`src/rtl/qsfp_mgmt.sv`:
```
// QSFP cage sequencer: debounce insertion, pulse ResetL, wait init, then select and flag ready.
// Outputs are registered from next state; optional sticky interrupt flag built with QSFP_INTL_LATCH_EN.
module qsfp_mgmt #(
  parameter int DEBOUNCE_CYC = 1024,
  parameter int RESET_CYC    = 1250,
  parameter int INIT_CYC     = 250000000,
  parameter int CNT_W        = 28
) (
  input  logic       sysclk,
  input  logic       resetl,
  input  logic       qsfp_modprsl,
  input  logic       qsfp_intl,
  input  logic       enable,
  input  logic       reinit,
  input  logic       lpmode_req,
  input  logic       intl_clr,
  output logic       qsfp_resetl,
  output logic       qsfp_lpmode,
  output logic       qsfp_modsel,
  output logic       module_ready,
  output logic [2:0] state,
  output logic [7:0] insert_count,
  output logic       intl_latched
);

  typedef enum logic [2:0] {
    ST_ABSENT   = 3'd0,
    ST_DEBOUNCE = 3'd1,
    ST_RESET    = 3'd2,
    ST_INIT     = 3'd3,
    ST_READY    = 3'd4
  } state_t;

  localparam logic [CNT_W-1:0] DEB_LAST  = CNT_W'(DEBOUNCE_CYC - 1);
  localparam logic [CNT_W-1:0] RST_LAST  = CNT_W'(RESET_CYC - 1);
  localparam logic [CNT_W-1:0] INIT_LAST = CNT_W'(INIT_CYC - 1);

  state_t           cur_st, nxt_st;
  logic [CNT_W-1:0] timer;
  logic             timer_inc;
  logic             cnt_inc;
  logic [1:0]       prs_sync;
  logic             present;

  always_ff @(posedge sysclk or negedge resetl) begin
    if (!resetl) prs_sync <= 2'b11;
    else         prs_sync <= {prs_sync[0], qsfp_modprsl};
  end

  assign present = ~prs_sync[1];

  always_comb begin
    nxt_st    = cur_st;
    timer_inc = 1'b0;
    cnt_inc   = 1'b0;
    case (cur_st)
      ST_ABSENT: begin
        if (enable && present) nxt_st = ST_DEBOUNCE;
      end
      ST_DEBOUNCE: begin
        if (!enable || !present)  nxt_st = ST_ABSENT;
        else if (timer == DEB_LAST) nxt_st = ST_RESET;
        else                        timer_inc = 1'b1;
      end
      ST_RESET: begin
        if (!enable || !present) nxt_st = ST_ABSENT;
        else if (timer == RST_LAST) begin
          nxt_st  = ST_INIT;
          cnt_inc = 1'b1;
        end else timer_inc = 1'b1;
      end
      ST_INIT: begin
        if (!enable || !present)     nxt_st = ST_ABSENT;
        else if (timer == INIT_LAST) nxt_st = ST_READY;
        else                         timer_inc = 1'b1;
      end
      ST_READY: begin
        if (!enable || !present) nxt_st = ST_ABSENT;
        else if (reinit)         nxt_st = ST_RESET;
      end
      default: nxt_st = ST_ABSENT;
    endcase
  end

  // Timer only runs in the bounded states, so it cannot wrap while parked in READY.
  always_ff @(posedge sysclk or negedge resetl) begin
    if (!resetl) begin
      cur_st       <= ST_ABSENT;
      timer        <= '0;
      insert_count <= 8'd0;
      qsfp_resetl  <= 1'b0;
      qsfp_lpmode  <= 1'b1;
      qsfp_modsel  <= 1'b1;
      module_ready <= 1'b0;
    end else begin
      cur_st <= nxt_st;
      if (nxt_st != cur_st) timer <= '0;
      else if (timer_inc)   timer <= timer + 1'b1;
      if (cnt_inc && insert_count != 8'hFF) insert_count <= insert_count + 8'd1;
      qsfp_resetl  <= (nxt_st == ST_INIT) || (nxt_st == ST_READY);
      qsfp_lpmode  <= ((nxt_st == ST_INIT) || (nxt_st == ST_READY)) ? lpmode_req : 1'b1;
      qsfp_modsel  <= (nxt_st != ST_READY);
      module_ready <= (nxt_st == ST_READY);
    end
  end

  assign state = cur_st;

`ifdef QSFP_INTL_LATCH_EN
  logic [1:0] intl_sync;

  always_ff @(posedge sysclk or negedge resetl) begin
    if (!resetl) intl_sync <= 2'b11;
    else         intl_sync <= {intl_sync[0], qsfp_intl};
  end

  // Set beats clear; losing the module wipes any stale interrupt.
  always_ff @(posedge sysclk or negedge resetl) begin
    if (!resetl)                                          intl_latched <= 1'b0;
    else if (nxt_st == ST_ABSENT && cur_st != ST_ABSENT)  intl_latched <= 1'b0;
    else if (cur_st == ST_READY && !intl_sync[1])         intl_latched <= 1'b1;
    else if (intl_clr)                                    intl_latched <= 1'b0;
  end
`else
  logic unused_intl;
  assign unused_intl  = qsfp_intl ^ intl_clr;
  assign intl_latched = 1'b0;
`endif

endmodule
```
`config.mk`:
```
export PLATFORM = sky130hd
export DESIGN_NAME = qsfp_mgmt
export DESIGN_NICKNAME = d
export VERILOG_FILES = /design/src/rtl/qsfp_mgmt.sv
export SDC_FILE = /design/constraint.sdc
export NUM_CORES = 1
export LEC_CHECK = 0
export BUFFER_PORTS_ARGS = -buffer_cell sky130_fd_sc_hd__buf_2
export CAP_MARGIN = 25
export CORE_MARGIN = 3
export CORE_UTILIZATION = 37
export DETAILED_ROUTE_END_ITERATION = 7
export HOLD_SLACK_MARGIN = 0.06
export PLACE_DENSITY_LB_ADDON = 0.15
export SLEW_MARGIN = 0
export SYNTH_ARGS = -nofsm -noshare
export SYNTH_HDL_FRONTEND = slang
export SYNTH_SLANG_ARGS = --single-unit
```
`constraint.sdc`:
```
create_clock -name sysclk -period 3.1 [get_ports sysclk]
set_input_delay 0.155 -clock sysclk [delete_from_list [all_inputs] [get_ports sysclk]]
set_output_delay 0.155 -clock sysclk [all_outputs]
set_load 0.01 [all_outputs]
```
==> results.md <==
- Min cycle time layout: 2600 ps
- Largest net degree at the start of global routing: 31
- Fillers: 653
- Skew-Pair Late Insertion Delay: 300 ps
- Status: complete, no violations
- Clk slew on worst S/H paths: 80 ps
- Drt first pass iters: 4
- Worst Min Path Start: reinit
- First-pass GRT wire length: 9970 um
- N_diodes: 0
- Nets: 308
- Netlist cell types: 47
- Hold Buf Count CTS: 3
- Post-synth EDFFs: 0
- Pwr Total: 1.06 mW
- Worst hold path class: in2reg
- H-Tree Depth: 2
- Most instantiated library cell after synthesis: dfrtp_1
- DR DRC count: 0
- Yosys top cell area share: 40.2%
- Total number of vias: 2133
- Longest Clk Path Bufs: 2
- Top cells by count, synth: 41 x dfrtp_1, 24 x a21oi_1, 21 x nand2_1
- Core area: 6530 um2
- Slew HR: 64.8%
- WP data arrival: 2780 ps
- Met1 usage: 22.1%
- Reg2reg path depth: 7
- Layout cell share with drive strength beyond 1: 14.4%
- Clk pwr share: 37.7%
- Mapped cell area: 2550 um2
- Register area share after synthesis: 44.3%
- Clock sink count: 45
- Hold Path Depth: 4
- Synth area leader: dfrtp_1
- Sw frac: 23.5%
- Met3 usage: 3.32%
- Die width: 89.1 um
- Sequential share of power: 56.2%
- Initial antenna violation count: 0
- RD Place Congestion: 0.841
- Final-report max-slew violation count: 0
- Critical path class: reg2reg
- Setup violators final: 0
- Yosys warns: 0
- Critical R2R Capture: timer[11]$_DFFE_PN0P_
- Setup TNS: 0 ps
- Reg2reg start: timer[14]$_DFFE_PN0P_
- Skew final: 9.03 ps
- Total wire length: 5780 um
- Starting Density: 39.1%
- VDD IR max: 0.188 mV
- Most Crowded Layer GR: met2
- Total global routing overflow: 0
- Crit Path Max Fanout: 27
- Die height: 89.1 um
- Post-synth net total: 285
- Synth Flop Type: dfrtp_1
- RSZ-0062 raised after global routing: no
- Period Utilization, post-route: 83.7%
- Worst Hold Path EP: qsfp_modsel$_DFF_PN1_
- Psw: 250 uW
- Drt wl/cell: 15.4 um
- Dominant cells by area after synthesis: dfrtp_1 40%, a21oi_1 4.7%, dfstp_2 4.1%, o31ai_1 4.1%, or4_1 4.1%
- Drt initial violations: 120
- Mapped Avg Cell Area: 9.32 um2
- Critical Path Sink Type: flop
- Antenna Nets Post-Route: 0
- Area growth, synth to finish: 12.0%
- CTS tree: built
- Internal power: 814 uW
- Placed wire-length estimate: 4150 um
- Post-CTS sizing: 0
- Full die area: 7930 um2
- Worst Tran Pin Value: 528 ps
- Peak Freq: 385 MHz
- CTS buffer count: 5
- Met2 usage: 25.2%
- Hold Violations, Final: 0
- Combinational share of power: 6.1%
- Setup repair bufs after CTS: 0
- Pwr per Cell Area: 372 nW/um2
- Clock root cell: clkbuf_8
- All-Layer GR Usage: 15.9%
- Synth async-reset ratio: 100%
- R2R Setup Slk: 500 ps
- Post-Synthesis Cells: 274
- Critical path startpoint category: flop
- Rows: 29
- Vias per std cell: 5.69
- #FFs+latches synth: 45
- Quantity of I/O buffers inserted on ports: 20
- Vias in the first global route: 2046
- Static leakage power: 1.19 nW
- I/O pins: 24
- Max-cap violations: 0
- Critical path required time: 3280 ps
## power groups by stage
stage	clock (mW)	sequential (mW)	combinational (mW)
floorplan	0	0.609	0.0359
global placement	0	0.609	0.0609
detailed placement	0	0.609	0.0642
CTS	0.418	0.598	0.0674
global route	0.438	0.599	0.0743
finish	0.401	0.598	0.0649
## state kept, by name (all words and copies together) (netlist names)
name and flops:
insert_count 8, module_ready 1, prs_sync 2, qsfp_lpmode 1, qsfp_modsel 1, qsfp_resetl 1, state 3, timer 28
## cell usage in the layout (no fill, tap or decap), types with 2 or more instances in the layout
| cell type | instances |
|---|---|
| dfstp_2 | 4 |
| and4_1 | 6 |
| nand3b_1 | 2 |
| clkbuf_8 | 7 |
| or4_1 | 14 |
| or3_1 | 9 |
| and3_1 | 3 |
| xor2_1 | 5 |
| nor3_1 | 4 |
| nor4b_1 | 5 |
| nor2b_1 | 2 |
| buf_4 | 6 |
| and2_1 | 5 |
| nand3_1 | 15 |
| xnor2_1 | 6 |
| nand2b_1 | 5 |
| a211oi_1 | 3 |
| nand4b_1 | 3 |
| o21ai_1 | 10 |
| nor4_1 | 6 |
| a21o_1 | 2 |
| nand2_1 | 21 |
| dfrtp_1 | 41 |
| ha_1 | 3 |
| dlygate4sd3_1 | 3 |
| a21oi_1 | 24 |
| o31ai_1 | 14 |
| nand4_1 | 8 |
| buf_2 | 20 |
| inv_1 | 8 |
| o21ai_0 | 2 |
| nor2_1 | 16 |
## critical path: stages (launching register included)
cell and delay [ps]:
dfrtp_1 450, nor4_1 480, nand3_1 220, o41a_1 600, and2_1 230, nor2_4 100
buf_4 310, nor2_1 90
## worst max-delay path by stage
stage | from | end | slack [ps] | depth (start not counted)
floorplan | timer[0]$_DFFE_PN0P_ | timer[2]$_DFFE_PN0P_ | 730 | 10
global placement | timer[11]$_DFFE_PN0P_ | timer[0]$_DFFE_PN0P_ | 500 | 7
detailed placement | timer[14]$_DFFE_PN0P_ | timer[23]$_DFFE_PN0P_ | 520 | 7
CTS | timer[14]$_DFFE_PN0P_ | timer[23]$_DFFE_PN0P_ | 490 | 7
global route | timer[14]$_DFFE_PN0P_ | timer[21]$_DFFE_PN0P_ | 310 | 7
finish | timer[14]$_DFFE_PN0P_ | timer[11]$_DFFE_PN0P_ | 500 | 7
## routing by layer
metal  wire (um)  part of all wire (%)  up-vias
li1            -                     -     1070
met1        2930                    51     1010
met2        2530                    44       48
met3         259                   4.5        5
met4          63                   1.1        0
met5           0                     0        -
## per-stage QoR
stage                     worst slack (ps)  utilization, %  instance area, um2  cells  hold WS [ps]
after floorplan                        728               -                2550    274          -141
after global placement                 503            41.5                2710    363           266
after detailed placement               522            41.8                2730    364           163
after CTS                              491            43.8                2860    375           278
after global routing                   315            43.8                2860    375           353
final                                  504            43.8                2860    375           289
## final cells by class
type                    instances  area (um2)  area share, %
flip-flops and latches         45        1130           39.6
well taps                      77        96.3           3.37
multi-input cells             207        1310           45.6
clock buffers                   7        96.3           3.37
clock inverters                 1        5.00          0.175
inverters                       8        30.0           1.05
repair buffers                 30         195           6.83
## logic make-up (layout without fill, tap and decap cells)
group / count (synthesis) / count (layout) / synth area share (%)
AND/OR/NAND/NOR: 127 / 127 / 29.1
buffers and inverters: 22 / 46 / 4.61
flip-flops: 45 / 45 / 44.3
other: 1 / 1 / 0.147
AO/OA/AOI/OAI: 64 / 64 / 16.2
multiplexers: 1 / 1 / 0.441
adder cells (fa/ha/maj): 3 / 3 / 1.47
XOR/XNOR: 11 / 11 / 3.77
Note: power is estimated with default switching activity, not from simulation.
